File: config.mk
export PLATFORM = sky130hd
export DESIGN_NAME = ship_placer
export DESIGN_NICKNAME = d
export VERILOG_FILES = /design/src/rtl/ship_placer.sv
export SDC_FILE = /design/constraint.sdc
export NUM_CORES = 1
export LEC_CHECK = 0
export CORE_AREA = 2 2 321 323
export DETAILED_ROUTE_END_ITERATION = 16
export DIE_AREA = 0 0 323 325
export SLEW_MARGIN = 40
export SYNTH_ARGS = -nofsm -noshare
export SYNTH_HDL_FRONTEND = slang
export SYNTH_SLANG_ARGS = --single-unit
export TNS_END_PERCENT = 30
File: constraint.sdc
create_clock -name clk -period 3 [get_ports clk]
set_input_delay 0.3 -clock clk [delete_from_list [all_inputs] [get_ports clk]]
set_output_delay 0.3 -clock clk [all_outputs]
set_load 0.02 [all_outputs]
File: src/rtl/ship_placer.sv
// ship_placer -- interactive ship placement for the battleship board.
//
// Turns debounced player buttons into a cursor and orientation. Each requested
// placement is checked cell by cell for collisions, and accepted ships are
// written cell by cell into the board matrix that the VGA ship drawer reads.
//
// Ports:
//   clk, rst_n             system clock, asynchronous active-low reset
//   btn_up/down/left/right cursor moves (level inputs, rising edges act)
//   btn_rotate             toggle orientation
//   btn_place              request placement of the current ship
//   start                  clear the board and begin a new game
//   matrix                 board [y][x], each cell 0 or SHIP_CODE
//   cursor_x, cursor_y     head cell of the ship being placed
//   vertical               0: ship extends +x, 1: ship extends +y
//   ship_len               length of the current ship (0 once all are placed)
//   ships_placed           ships accepted so far
//   busy                   high while checking or writing a placement
//   err_collision          one-cycle pulse when a placement is rejected
//   done                   high once every ship is placed
//
// state   | meaning
// --------+---------------------------------------------------------------
// S_IDLE  | after reset, board and cursor frozen until start
// S_CLEAR | one cycle: empty board, cursor (0,0), horizontal, count 0
// S_PLACE | cursor moves / rotates, place begins a check
// S_CHECK | examine one ship cell per cycle for a collision
// S_WRITE | write one ship cell per cycle
// S_DONE  | all ships placed, waiting for start

module ship_placer #(
    parameter int MATRIX_SIZE = 5,
    parameter int NUM_SHIPS   = 3,
    parameter int SHIP_CODE   = 6
) (
    input  logic                                         clk,
    input  logic                                         rst_n,
    input  logic                                         btn_up,
    input  logic                                         btn_down,
    input  logic                                         btn_left,
    input  logic                                         btn_right,
    input  logic                                         btn_rotate,
    input  logic                                         btn_place,
    input  logic                                         start,
    output logic [MATRIX_SIZE-1:0][MATRIX_SIZE-1:0][31:0] matrix,
    output logic [2:0]                                   cursor_x,
    output logic [2:0]                                   cursor_y,
    output logic                                         vertical,
    output logic [2:0]                                   ship_len,
    output logic [2:0]                                   ships_placed,
    output logic                                         busy,
    output logic                                         err_collision,
    output logic                                         done
);

    typedef enum logic [2:0] {
        S_IDLE,
        S_CLEAR,
        S_PLACE,
        S_CHECK,
        S_WRITE,
        S_DONE
    } state_t;

    localparam logic [2:0] LP_NUM  = 3'(NUM_SHIPS);
    localparam logic [2:0] LP_SIZE = 3'(MATRIX_SIZE);
    localparam logic [2:0] LP_LAST = 3'(MATRIX_SIZE - 1);

    state_t r_state, w_state_nxt;

    // {start, place, rotate, up, down, left, right}, bit 6 has top priority
    logic [6:0] r_btn_prev;
    logic [6:0] w_btn;
    logic [6:0] w_edge;

    // one bit per cell; the SHIP_CODE value is only formed at the output
    logic [MATRIX_SIZE-1:0][MATRIX_SIZE-1:0] r_cells, w_cells_nxt;

    logic [2:0] r_cx, r_cy, r_idx, r_placed;
    logic [2:0] w_cx_nxt, w_cy_nxt, w_idx_nxt, w_placed_nxt;
    logic       r_vert, w_vert_nxt;
    logic       r_err, w_err_nxt;

    logic [2:0] w_len;
    logic [2:0] w_room;
    logic [2:0] w_lim_x, w_lim_y;
    logic [2:0] w_tx, w_ty;
    logic       w_hit, w_last;

    assign w_btn  = {start, btn_place, btn_rotate, btn_up, btn_down, btn_left, btn_right};
    assign w_edge = w_btn & ~r_btn_prev;

    assign w_len  = LP_NUM - r_placed;
    // highest head coordinate on the extension axis that keeps the ship on board
    assign w_room = LP_SIZE - w_len;
    assign w_lim_x = r_vert ? LP_LAST : w_room;
    assign w_lim_y = r_vert ? w_room : LP_LAST;

    // cell under examination during CHECK / WRITE
    assign w_tx   = r_cx + (r_vert ? 3'd0 : r_idx);
    assign w_ty   = r_cy + (r_vert ? r_idx : 3'd0);
    assign w_hit  = r_cells[w_ty][w_tx];
    assign w_last = (r_idx == w_len - 3'd1);

    always_ff @(posedge clk or negedge rst_n) begin
        if (!rst_n) begin
            r_state <= S_IDLE;
        end else begin
            r_state <= w_state_nxt;
        end
    end

    always_comb begin
        w_state_nxt  = r_state;
        w_cells_nxt  = r_cells;
        w_cx_nxt     = r_cx;
        w_cy_nxt     = r_cy;
        w_vert_nxt   = r_vert;
        w_idx_nxt    = r_idx;
        w_placed_nxt = r_placed;
        w_err_nxt    = 1'b0;

        if (w_edge[6]) begin
            // start aborts anything in flight; CLEAR wipes partial writes
            w_state_nxt = S_CLEAR;
        end else begin
            case (r_state)
                S_CLEAR: begin
                    w_cells_nxt  = '0;
                    w_cx_nxt     = 3'd0;
                    w_cy_nxt     = 3'd0;
                    w_vert_nxt   = 1'b0;
                    w_placed_nxt = 3'd0;
                    w_state_nxt  = S_PLACE;
                end
                S_PLACE: begin
                    if (w_edge[5]) begin
                        w_idx_nxt   = 3'd0;
                        w_state_nxt = S_CHECK;
                    end else if (w_edge[4]) begin
                        w_vert_nxt = ~r_vert;
                        if (!r_vert) begin
                            w_cy_nxt = (r_cy > w_room) ? w_room : r_cy;
                        end else begin
                            w_cx_nxt = (r_cx > w_room) ? w_room : r_cx;
                        end
                    end else if (w_edge[3]) begin
                        if (r_cy != 3'd0) w_cy_nxt = r_cy - 3'd1;
                    end else if (w_edge[2]) begin
                        if (r_cy < w_lim_y) w_cy_nxt = r_cy + 3'd1;
                    end else if (w_edge[1]) begin
                        if (r_cx != 3'd0) w_cx_nxt = r_cx - 3'd1;
                    end else if (w_edge[0]) begin
                        if (r_cx < w_lim_x) w_cx_nxt = r_cx + 3'd1;
                    end
                end
                S_CHECK: begin
                    if (w_hit) begin
                        w_err_nxt   = 1'b1;
                        w_idx_nxt   = 3'd0;
                        w_state_nxt = S_PLACE;
                    end else if (w_last) begin
                        w_idx_nxt   = 3'd0;
                        w_state_nxt = S_WRITE;
                    end else begin
                        w_idx_nxt = r_idx + 3'd1;
                    end
                end
                S_WRITE: begin
                    w_cells_nxt[w_ty][w_tx] = 1'b1;
                    if (w_last) begin
                        w_placed_nxt = r_placed + 3'd1;
                        w_idx_nxt    = 3'd0;
                        w_cx_nxt     = 3'd0;
                        w_cy_nxt     = 3'd0;
                        w_vert_nxt   = 1'b0;
                        w_state_nxt  = (r_placed + 3'd1 == LP_NUM) ? S_DONE : S_PLACE;
                    end else begin
                        w_idx_nxt = r_idx + 3'd1;
                    end
                end
                default: begin
                end
            endcase
        end
    end

    always_ff @(posedge clk or negedge rst_n) begin
        if (!rst_n) begin
            r_btn_prev <= '0;
            r_cells    <= '0;
            r_cx       <= 3'd0;
            r_cy       <= 3'd0;
            r_vert     <= 1'b0;
            r_idx      <= 3'd0;
            r_placed   <= 3'd0;
            r_err      <= 1'b0;
        end else begin
            r_btn_prev <= w_btn;
            r_cells    <= w_cells_nxt;
            r_cx       <= w_cx_nxt;
            r_cy       <= w_cy_nxt;
            r_vert     <= w_vert_nxt;
            r_idx      <= w_idx_nxt;
            r_placed   <= w_placed_nxt;
            r_err      <= w_err_nxt;
        end
    end

    always_comb begin
        matrix = '0;
        for (int y = 0; y < MATRIX_SIZE; y++) begin
            for (int x = 0; x < MATRIX_SIZE; x++) begin
                matrix[y][x] = r_cells[y][x] ? 32'(SHIP_CODE) : 32'd0;
            end
        end
    end

    assign cursor_x      = r_cx;
    assign cursor_y      = r_cy;
    assign vertical      = r_vert;
    assign ship_len      = w_len;
    assign ships_placed  = r_placed;
    assign busy          = (r_state == S_CHECK) || (r_state == S_WRITE);
    assign err_collision = r_err;
    assign done          = (r_state == S_DONE);

endmodule

### Yosys cells after proc, flatten, opt, wreduce, memory -nomap -nowiden

Index checks and enable logic that the tools add are counted.

| cells by class | value |
|---|---|
| $lt $le $gt $ge | 8 |
| bitwise operators | 5 |
| equality and inequality tests | 26 |
| muxes and demuxes | 79 |
| $add $sub $neg | 11 |
| reduce and logical (&&, ||, !) cells | 16 |

Operators with widths:

| operator | count |
|---|---|
| 3-bit 2-to-1 mux | 58 |
| 25-bit case mux with 2 select lines | 1 |
| 4-bit inequality test, second input constant | 7 |
| 3-bit case mux with 3 select lines | 3 |
| 25-bit OR | 1 |
| 3-bit inequality test, second input constant | 8 |
| 5-bit binary-select mux with 3-bit select | 1 |
| 5-bit demux with 3-bit select | 1 |
| 3-bit by 1-bit adder with 3-bit output, second input constant | 4 |
| 3-bit case mux with 4 select lines | 1 |
| 3-bit nonzero test | 4 |
| 11-bit AND reduction | 1 |
| 5-bit 2-to-1 mux | 2 |
| 3-bit by 2-bit equality test with 1-bit output, second input constant | 3 |
| 9-bit AND reduction | 1 |
| 3-bit by 1-bit subtractor with 3-bit output, second input constant | 3 |
| 3-bit by 4-bit less-than comparator with 1-bit output, second input constant | 2 |
| 1-bit 2-to-1 mux | 8 |
| 2-bit inequality test, second input constant | 4 |
| 7-bit AND | 1 |
| 7-bit NOT | 1 |
| 3-bit adder | 2 |
| 3-bit equality test, second input constant | 2 |
| 3-bit by 1-bit >= comparator with 1-bit output, second input constant | 2 |
| 19 further kinds | 24 |

| storage, ports and cells | value |
|---|---|
| input port bits | 9 |
| logic and storage cells | 158 |
| register bits after elaboration | 49 |
| output and inout bits | 816 |

### Depth between registers and ports, before layout

| depth | value |
|---|---|
| depth after elaboration | 12 |
| depth in mapped cells | 13 |
| depth with buffers taken out | 11 |

### Worst setup path before layout

OpenSTA, ideal clock, no wires.

| timing path | value |
|---|---|
| kind | flip-flop to flip-flop |
| start | reg r_vert, in the netlist vertical |
| end | reg r_idx[2] |
| path slack | -454 ps |
| buffers on the path | 2 |
| library setup time | 65 ps |
| data required time | 2935 ps |
| cell stages (with the launch flop) | 13 |
| clock period less this slack | 3454 ps |
| data arrival time | 3388 ps |
| cells stage by stage | dfrtp_1 > clkbuf_1 > and2_1 > ha_1 > inv_1 > fa_1 > clkbuf_1 > mux4_2 > mux4_2 > o41ai_2 > a31oi_2 > nor4_1 > a211o_1 |

| on the way | value |
|---|---|
| cells in the longest elaborated chain, start to end | 8 |
| elaborated cells on any way between the ends | 10 |
| those cells by class | add/sub: 2; mux: 8 |

RTL lines:

| item | line | RTL |
|---|---|---|
| from (decl) | 81 | `logic r_vert, w_vert_nxt;` |
| from (signal assigned) | 203 | `r_vert <= w_vert_nxt;` |
| 3-bit 2-to-1 mux | 101 | `assign w_ty = r_cy + (r_vert ? r_idx : 3'd0);` |
| 3-bit adder | 101 |  |
| 5-bit binary-select mux with 3-bit select | 102 | `assign w_hit = r_cells[w_ty][w_tx];` |
| 5-bit 2-to-1 mux (not written as such) | 102 |  |
| 1-bit binary-select mux with 3-bit select * | 102 |  |
| 1-bit 2-to-1 mux (not written as such) * | 102 |  |
| 3-bit 2-to-1 mux * | 158 | `if (w_hit) begin` |
| 3-bit case mux with 3 select lines * | 127 | `case (r_state)` |
| to (signal assigned) | 204 | `r_idx <= w_idx_nxt;` |
| to (decl) | 79 | `logic [2:0] r_cx, r_cy, r_idx, r_placed;` |

Mark *: on every way between the ends. The rest lies on a longest branch, timed or not. The select of a mux whose other input is x is not followed.
A chain may end at the register's enable or synchronous reset.

### Worst setup path in the final report

| timing path | value |
|---|---|
| start | reg r_vert, in the netlist vertical |
| end | reg r_state[2] |

| on the way | value |
|---|---|
| cells in the longest elaborated chain, start to end | 9 |
| elaborated cells on any way between the ends | 13 |
| those cells by class | add/sub: 2; eq/ne: 1; mux: 9; reduce/logical: 1 |

RTL lines:

| item | line | RTL |
|---|---|---|
| 3-bit 2-to-1 mux | 101 |  |
| 3-bit adder | 101 |  |
| 5-bit binary-select mux with 3-bit select | 102 |  |
| 5-bit 2-to-1 mux (not written as such) | 102 |  |
| 1-bit binary-select mux with 3-bit select * | 102 |  |
| 1-bit 2-to-1 mux (not written as such) * | 102 |  |
| 3-bit 2-to-1 mux | 158 |  |
| 3-bit case mux with 4 select lines | 127 |  |
| 3-bit 2-to-1 mux | 123 | `if (w_edge[6]) begin` |
| to (signal assigned) | 109 | `r_state <= w_state_nxt;` |
| to (decl) | 69 | `state_t r_state, w_state_nxt;` |

Marked as above.

==> metrics.md <==
| Metric | Value |
|---|---|
| Status | `complete, no violations` |
| Starting density of the core | `0.0887` |
| Clk slew on worst S/H paths | `0.07 ns` |
| Nets | `roughly 1,200` |
| CTS tree | `done` |
| Commonest non-fill, non-tap cells in the layout | `conb_1 (750), clkdlybuf4s50_1 (73), nor2_1 (49), dfrtp_1 (47), a21oi_1 (38)` |
| Starting DRT DRC Count | `142` |
| Final Instance Count excl. Fillers | `2,551` |
| Setup WS pre-CTS | `about 0.091 ns` |
| # port buffers | `74` |
| Worst Setup Path Type | `reg2reg` |
| PD cells | `around 560 nW/um^2` |
| FILL cells | `11,863` |
| Largest net degree at the start of global routing | `31` |
| Die Area | `~100,000 um^2` |
| Post-route setup slack | `0.0904 ns` |
| Worst Path Arrival | `between 3 and 4 ns` |
| Rel. slew slack | `0.494` |
| Syn Area/Cell | `between 8 and 9 um^2` |
| Routed wire length | `21,400 um` |
| Reg area | `1230 um^2` |
| Multi-input gate area | `4680 um^2` |
| Synth async-reset ratio | `1.00` |
| Core box area | `roughly 100,000 um^2` |
| Period minus WS final | `between 2 and 3 ns` |
| Vias per cell | `1.89` |
| Final antenna-violating net count | `0` |
| Synth Instances | `1,114` |
| Max-slew violation count | `0` |
| Post-synth EDFFs | `0` |
| Die width | `323 um` |
| CTS buffer count | `5` |
| Post-route DRC | `0` |
| Crit share post-route | `0.970` |
| DR vias | `4,818` |
| Reg2Reg Depth | `12` |
| CP Launch Type | `register` |
| Worst skew pair latency | `~0.29 ns` |
| Wire length of the first global-routing pass | `26,100 um` |
| Clock Sink Count | `49` |
| Post-synthesis register bit count | `49` |
| Die Ht | `approximately 330 um` |
| Syn. warnings | `0` |
| Row count | `117` |
| # H-tree levels | `2` |
| Leak pwr | `around 4.3 nW` |
| Synth top area share | `0.648` |
| Vias in the first global route | `3,374` |
| Distinct cells, synth | `between 50 and 60` |
| Slew @ Worst Pin | `between 0.7 and 0.8 ns` |
| Setup violators final | `0` |
| Post-DR wirelength/cell | `approximately 8.4 um` |
| Hold path depth | `1` |
| Sequential area share after synthesis | `0.136` |
| Syn Std Cell Area | `about 9000 um^2` |
| Most common cell after layout, fill and taps aside | `conb_1` |
| Crit. End Element | `register` |
| Final Hold Vio Count | `0` |
| Ports | `825` |
| Req. time, crit path | `3.15 ns` |
| Net Switching | `about 0.0027 W` |
| Int Pwr | `~0.0022 W` |
| DRT Pass-1 Iters | `5` |
| Sequential group share of total power | `0.229` |
| Dominant cells by area after synthesis | `buf_4 (65%), dfrtp_1 (14%), ha_1 (2.2%), a21oi_1 (2.1%), nor2_1 (2.0%)` |
| Achievable clock frequency | `about 340 MHz` |
| Total GRT Usage | `0.0355` |
| Maximum clock path buffer count | `2` |
| Root buffer cell | `clkbuf_16` |
| Max_cap viols | `0` |
| Synth Flop Type | `dfrtp_1` |
| Final Skew | `0.00298 ns` |
| Crit-path max FO | `16` |
| Largest area contributor in the netlist | `buf_4` |
| Area Growth Syn to Fin | `-2.00%` |
| Sw frac | `0.552` |
| HP Class | `in2reg` |
| Layout cells sized above 1 | `0.0484` |
| Unrepaired setup endpoints after global routing | `true` |
| Congestion Overflow GR | `0` |
| GPL Wtd Cong | `0.740` |
| Initial antenna violation count | `6` |
| Comb power frac | `0.638` |
| Clock group share of total power | `0.133` |
| Hpwl dp | `19,200 um` |
| Placed insts | `2,532` |
| Worst Hold Slack | `0.478 ns` |
| Max VDD drop | `0.253 mV` |
==> path summary, 6_finish.rpt <==
check / from / end / slack (ns)
setup / recovery: vertical$_DFFE_PN0P_ / r_state[2]$_DFFE_PN0P_ / 0.09
setup reg to reg: vertical$_DFFE_PN0P_ / r_state[2]$_DFFE_PN0P_ / 0.09
min in group asynchronous: rst_n / r_cells[21]$_DFFE_PN0P_ / 0.61
hold / removal: btn_left / r_btn_prev[1]$_DFF_PN0_ / 0.48
hold reg to reg: r_cells[18]$_DFFE_PN0P_ / r_cells[18]$_DFFE_PN0P_ / 0.61
max in group asynchronous: rst_n / r_cells[17]$_DFFE_PN0P_ / 1.86
==> worst max-delay path, stage by stage (launching register included) <==
cell	delay (ns)
dfrtp_2	0.40
buf_4	0.19
nor2b_1	0.12
ha_1	0.14
inv_1	0.04
fa_1	0.37
xnor2_1	0.26
xnor2_2	0.20
buf_4	0.17
o2111ai_1	0.22
a21oi_1	0.40
nand4b_1	0.17
a21oi_1	0.08
==> logic make-up (layout without fill, tap and decap cells) <==
family / after synthesis / count (layout) / share of synthesized area
AOI/OAI and AO/OA: 86 / 86 / 0.0583
xor gates and xnor gates: 12 / 12 / 0.0149
adders and majority gates: 20 / 20 / 0.0312
buffers and inverters: 807 / 122 / 0.662
DFF: 49 / 49 / 0.136
muxes: 11 / 11 / 0.0244
other: 1 / 755 / 0.000417
and+or+nand+nor: 128 / 128 / 0.0724
==> Yosys cell counts, types with 8 or more instances <==
master and count:
inv_1 14, nand2_1 18, a21oi_1 38, nor3_1 8, nor2_1 49, o21ai_0 19
nand2b_1 12, ha_1 16, buf_4 776, dfrtp_1 49, clkbuf_1 14, xnor2_1 8
==> registers in the layout, summed over array words and instances, names as in the netlist <==
signal,flops
r_state,3
cursor_y,3
r_idx,3
cursor_x,3
r_cells,25
ships_placed,3
vertical,1
r_btn_prev,7
err_collision,1
==> timing repair <==
item | in CTS | in global routing
hold buffers | 0 | 1
endpoints found under the setup margin | 0 | 13
resized for setup | 0 | 11
setup buffers | 0 | 4
endpoints found under the hold margin | 0 | 7
==> per-layer routing <==
| layer | share of wire | GRT usage |
|---|---|---|
| met5 | 0.00061 | 0 |
| met4 | 0.0092 | 0.00657 |
| met3 | 0.16 | 0.0193 |
| met2 | 0.46 | 0.0576 |
| met1 | 0.37 | 0.0412 |
==> power groups by stage <==
stage | registers [W] | clock network (W) | logic, W
4_1_cts | 0.00116 | 0.000667 | 0.00299
5_1_grt | 0.00118 | 0.000686 | 0.00341
3_5_place_dp | 0.00117 | 0 | 0.00298
6_report | 0.00113 | 0.000652 | 0.00313
3_3_place_gp | 0.00116 | 0 | 0.00293
2_1_floorplan | 0.00106 | 0 | 0.00291
==> cell type report <==
class,instances,area share
multi-input combinational,1007,0.532
clock buffer,6,0.0146
clock inverter,2,0.00440
inverter,14,0.00597
sequential,49,0.139
timing repair buffer,100,0.108
tap,1368,0.194
antenna,5,0.00142
==> through the flow <==
stage | area, um^2 | TNS, ns | total power, W | utilization
global route | 8800 | -0.313 | 0.00528 | 0.0869
floorplan | 11800 | -0.119 | 0.00397 | -
finish | 8810 | 0 | 0.00491 | 0.0870
detailed placement | 8500 | 0 | 0.00415 | 0.0839
global placement | 8500 | 0 | 0.00410 | 0.0839
CTS | 8670 | 0 | 0.00481 | 0.0856
(Power assumes the default switching activity.)
